## src/rtl/countdown_timer_ctrl.sv

```systemverilog
// Countdown timer controller: a tick prescaler plus an IDLE/RUN/PAUSE/DONE sequencer
// that steps a down-counter once per tick and flags expiry for the display.
module countdown_timer_ctrl #(
  parameter int unsigned CLK_IN_HZ = 50000000,
  parameter int unsigned TICK_HZ   = 10,
  parameter int unsigned COUNT_W   = 16
) (
  input  logic               clk_in,
  input  logic               rst,
  input  logic [COUNT_W-1:0] load_val,
  input  logic               load,
  input  logic               start,
  input  logic               pause,
  input  logic               clear,
  output logic [COUNT_W-1:0] count,
  output logic [1:0]         state,
  output logic               tick,
  output logic               done,
  output logic               expired
);

  localparam int unsigned DIV      = CLK_IN_HZ / TICK_HZ;
  localparam logic [31:0] DIV_LAST = 32'(DIV - 1);

  typedef enum logic [1:0] {
    IDLE  = 2'd0,
    RUN   = 2'd1,
    PAUSE = 2'd2,
    DONE  = 2'd3
  } state_t;

  state_t             state_q, state_d;
  logic [COUNT_W-1:0] count_q, count_d;
  logic [COUNT_W-1:0] reload_q, reload_d;
  logic [31:0]        presc_q, presc_d;
  logic               done_q, done_d;
  logic               presc_last;

  // clear and pause both pre-empt a tick landing in the same cycle
  assign presc_last = (presc_q == DIV_LAST);
  assign tick       = (state_q == RUN) && presc_last && !pause && !clear;

  always_comb begin
    state_d  = state_q;
    count_d  = count_q;
    reload_d = reload_q;
    presc_d  = presc_q;
    done_d   = 1'b0;

    if (clear) begin
      state_d = IDLE;
      count_d = '0;
      presc_d = '0;
    end else begin
      case (state_q)
        IDLE: begin
          presc_d = '0;
          if (load) begin
            reload_d = load_val;
            count_d  = load_val;
          end else if (start && (count_q != '0)) begin
            state_d = RUN;
          end
        end

        RUN: begin
          if (pause) begin
            state_d = PAUSE;
          end else if (presc_last) begin
            presc_d = '0;
            if (count_q != '0) begin
              count_d = count_q - COUNT_W'(1);
            end
            if (count_q == COUNT_W'(1)) begin
              state_d = DONE;
              done_d  = 1'b1;
            end
          end else begin
            presc_d = presc_q + 32'd1;
          end
        end

        // prescaler keeps its partial count so resuming does not restart the tick
        PAUSE: begin
          if (start) begin
            state_d = RUN;
          end
        end

        DONE: begin
          count_d = '0;
          presc_d = '0;
          if (load) begin
            reload_d = load_val;
            count_d  = load_val;
            state_d  = IDLE;
          end else if (start && (reload_q != '0)) begin
            count_d = reload_q;
            state_d = RUN;
          end
        end
      endcase
    end
  end

  always_ff @(posedge clk_in or posedge rst) begin
    if (rst) begin
      state_q  <= IDLE;
      count_q  <= '0;
      reload_q <= '0;
      presc_q  <= '0;
      done_q   <= 1'b0;
    end else begin
      state_q  <= state_d;
      count_q  <= count_d;
      reload_q <= reload_d;
      presc_q  <= presc_d;
      done_q   <= done_d;
    end
  end

  assign count   = count_q;
  assign state   = state_q;
  assign done    = done_q;
  assign expired = (state_q == DONE);

endmodule

```

## config.mk

```make
export PLATFORM = sky130hd
export DESIGN_NAME = countdown_timer_ctrl
export DESIGN_NICKNAME = d
export VERILOG_FILES = /design/src/rtl/countdown_timer_ctrl.sv
export SDC_FILE = /design/constraint.sdc
export NUM_CORES = 1
export LEC_CHECK = 0
export CAP_MARGIN = 20
export CORE_UTILIZATION = 55
export DETAILED_ROUTE_END_ITERATION = 6
export PLACE_DENSITY = 0.78
export SYNTH_ARGS = -nofsm -noshare
export SYNTH_HDL_FRONTEND = slang
export SYNTH_SLANG_ARGS = --single-unit
```

## constraint.sdc

```tcl
create_clock -name clk_in -period 6.1 [get_ports clk_in]
set_clock_uncertainty 0.05 [all_clocks]
set_input_delay 1.22 -clock clk_in [delete_from_list [all_inputs] [get_ports clk_in]]
set_output_delay 1.22 -clock clk_in [all_outputs]
set_load 0.1 [all_outputs]
```

==> flow_summary.json <==
{
  "run_status": "finished, final reports clean",
  "crit_path_top_delay_cell": "clkdlybuf4s50_1",
  "cp-start-kind": "input port",
  "number_of_post_cts_setup_repair_buffers": 0,
  "layout_min_cycle_time_ns": 4.33,
  "diode_insertion_count_for_antenna_repair": 0,
  "global_router_s_overall_resource_usage": 0.266,
  "r2r_setup_slack_ns": 2.93,
  "fraction_of_final_layout_cells_sized_beyond_drive_strength_1": 0.114,
  "drt-total-wl_um": 9100,
  "floorplan.initialDensity": 0.569,
  "number_of_sinks_handled_by_clock_tree_synthesis": 67,
  "core-area_um2": 6790,
  "maxcap_viol_count": 0,
  "launch_instance_of_the_worst_register_to_register_path": "state[1]$_DFFE_PP0P_",
  "synthToLayoutAreaGrowth_pct": 18.0,
  "antenna_found_initial": 0,
  "postCtsResizedCells": 0,
  "final-max-slew-violation-count": 0,
  "drt_iter0_markers": 278,
  "hold_path.startpoint": "reload_q[6]$_DFFE_PP0P_",
  "timing.final.crit_share": 0.710,
  "synth-edff-count": 0,
  "cts_hold_repair.buffers": 0,
  "share_comb_of_total_power": 0.527,
  "avgViaCountPerCell": 6.01,
  "avgSynthCellArea_um2": 9.64,
  "synthMostInstantiatedCell": "dfrtp_1",
  "gp_routability_congestion": 0.883,
  "worstRegToRegCells": 8,
  "fp.dieH_um": 85.8,
  "power_per_cell_area_nw_per_um2": 484,
  "remaining_drc_errors": 0,
  "crit_path_start": "clear",
  "slew_of_the_pin_with_the_lowest_slew_margin_ns": 1.02,
  "hold_violations": 0,
  "dpl.hpwl_um": 6430,
  "route.antenna.remaining_nets": 0,
  "internal-power_uw": 1110,
  "clkTransAtPathRegs_ns": 0.07,
  "number_of_storage_elements_in_the_synthesis_netlist": 67,
  "grt_pass1_vias": 3202,
  "power_frac_seq": 0.303,
  "grt_first_pass_wirelength_um": 15100,
  "worst_slew_slack_as_a_fraction_of_its_limit": 0.317,
  "die_area_um2": 7370,
  "power.share.switching": 0.497,
  "synth_commonest_cells": "67 x dfrtp_1, 52 x nor2_1, 30 x nand2_1",
  "netlist.top_cell.by_area": "dfrtp_1",
  "setup.worst_path.end_class": "primary output",
  "netlist_top_cells_area": "dfrtp_1 43%, nor2_1 5.1%, xor2_1 5.0%, mux2_2 4.7%, nand2_1 2.9%",
  "crit_required_ns": 4.83,
  "clkLatencyLatePin_ns": 0.35,
  "grt_max_degree": 68,
  "leakage_component_of_the_power_uw": 0.00183,
  "worstHoldPathType": "reg -> reg",
  "grt.overflow.total": 0,
  "syn_area_um2": 3860,
  "timing_worst_setup_path_type": "in -> out",
  "whs_ns": 0.496,
  "syn_inst": 401,
  "synth_top_flop_cell": "dfrtp_1",
  "firstDrtPassIters": 5,
  "ys.warnings.count": 0,
  "die_w_um": 85.8,
  "cts_tree": "built",
  "worstPathArrival_ns": 3.06,
  "worst_hold_path.num_cells": 1,
  "drt-wirelength-per-cell_um": 16.8,
  "io_pins": 43,
  "syn_nets": 431,
  "synth_top_area_frac": 0.434,
  "critical_path.cell_chain": "clkdlybuf4s50_1, nor4_1, buf_4",
  "critical_path_buf_inv_count": 2,
  "synth-async-reset-ratio": 1.00,
  "clock-root-buffer": "clkbuf_8",
  "power_switching_uw": 1100,
  "critPathTopFamily": "buffers and inverters",
  "critPathMaxFanout": 24,
  "maximum_frequency_from_static_timing_analysis_mhz": 231,
  "setup-tns-final_ns": 0,
  "detailroute.via_count": 3264,
  "portBuffers": 42,
  "irDropWorstVdd_mv": 0.220,
  "h_tree_depth": 3,
  "critPathMaxStageDelay_ns": 0.93,
  "power.clock.fraction": 0.170,
  "yosysSeqAreaShare": 0.434,
  "placementRows": 30,
  "report.final.setup_viol": 0,
  "rr_endpoint": "presc_q[20]$_DFFE_PP0P_",
  "hold_path_end": "reload_q[6]$_DFFE_PP0P_",
  "cts_buffer_depth": 2,
  "finish.net_count": 472,
  "yosys.cell_types.count": 61,
  "tritoncts_buffers": 9,
  "grt_setup_unrepaired": "false"
}
cell type report:
| cell class | instances | area (µm²) |
|---|---|---|
| multi-input cells | 306 | 2060 |
| repair buffers | 45 | 448 |
| flip-flops and latches | 67 | 1680 |
| inverters | 13 | 48.8 |
| clock inverters | 6 | 65.1 |
| well taps | 96 | 120 |
| clock buffers | 10 | 138 |
| fillers | 550 | 2230 |
worst reg2reg max path, cell delays in order (launching register included):
cell	delay, ns
dfrtp_1	0.44
inv_1	0.12
ha_1	0.55
mux2i_1	0.34
nor2_1	0.20
nor4_1	0.87
and4_1	0.32
xnor2_1	0.12
nor2_1	0.05
power by group through the flow:
stage	clock (µW)	sequential, µW	combinational, µW
after floorplan	0	981	581
final	376	667	1160
after global routing	401	685	1240
after global placement	0	665	1120
after detailed placement	0	671	1140
after CTS	380	663	1140
metal layers:
| layer | routed length [µm] | vias to the layer above | global-route usage |
|---|---|---|---|
| met5 | 0 | - | 0 |
| met4 | 160 | 0 | 0.118 |
| met3 | 520 | 17 | 0.0423 |
| met2 | 4490 | 132 | 0.444 |
| met1 | 3930 | 1565 | 0.343 |
| li1 | - | 1550 | - |
flip-flops by register name, indices dropped and copies added, names as in the netlist:
signal,cells
state,2
count,16
done,1
presc_q,32
reload_q,16
cells by family after synthesis:
kind of cell / share of synthesized area
AOI/OAI and AO/OA: 0.138
xor gates and xnor gates: 0.0725
adders and majority gates: 0.0259
buffers and inverters: 0.0333
DFF: 0.434
muxes: 0.0518
and+or+nand+nor: 0.245
placed cells by master, fill, tap and decap left out, types with 3 or more instances in the layout:
| master | n |
|---|---|
| ha_1 | 8 |
| nand3_1 | 6 |
| o31ai_1 | 3 |
| and4_1 | 5 |
| nand2b_1 | 5 |
| xnor2_1 | 10 |
| o21ai_0 | 12 |
| nand2_1 | 30 |
| xor2_1 | 22 |
| mux2_2 | 16 |
| a21o_1 | 4 |
| dfrtp_1 | 67 |
| o21a_1 | 3 |
| nand4_1 | 14 |
| nor2_1 | 52 |
| or3_1 | 7 |
| nor3_1 | 7 |
| and2_1 | 5 |
| and3_1 | 13 |
| clkinvlp_4 | 4 |
| a21oi_1 | 12 |
| clkdlybuf4s50_1 | 41 |
| nor4_1 | 12 |
| clkbuf_8 | 10 |
| inv_1 | 12 |
| buf_4 | 3 |
| a22oi_1 | 6 |
| a31oi_1 | 3 |
| a211oi_1 | 4 |
| a222oi_1 | 5 |
stage by stage:
step | cells | power (µW) | area (µm²) | util | setup WS [ns]
2_1_floorplan | 401 | 1560 | 3860 | - | 0.230
3_3_place_gp | 526 | 1790 | 4340 | 0.639 | 1.86
3_5_place_dp | 526 | 1810 | 4340 | 0.639 | 1.81
4_1_cts | 542 | 2190 | 4550 | 0.669 | 1.79
5_1_grt | 543 | 2330 | 4560 | 0.671 | 1.66
6_report | 543 | 2210 | 4560 | 0.671 | 1.77
worst max path at each step:
stage | end | slack (ns) | cells after the start
after floorplan | tick | 0.23 | 4
after global placement | tick | 1.86 | 3
after detailed placement | presc_q[20]$_DFFE_PP0P_ | 1.81 | 6
after CTS | tick | 1.79 | 3
after global routing | tick | 1.66 | 3
final | tick | 1.77 | 3
Power figures use the tool's default switching activity.
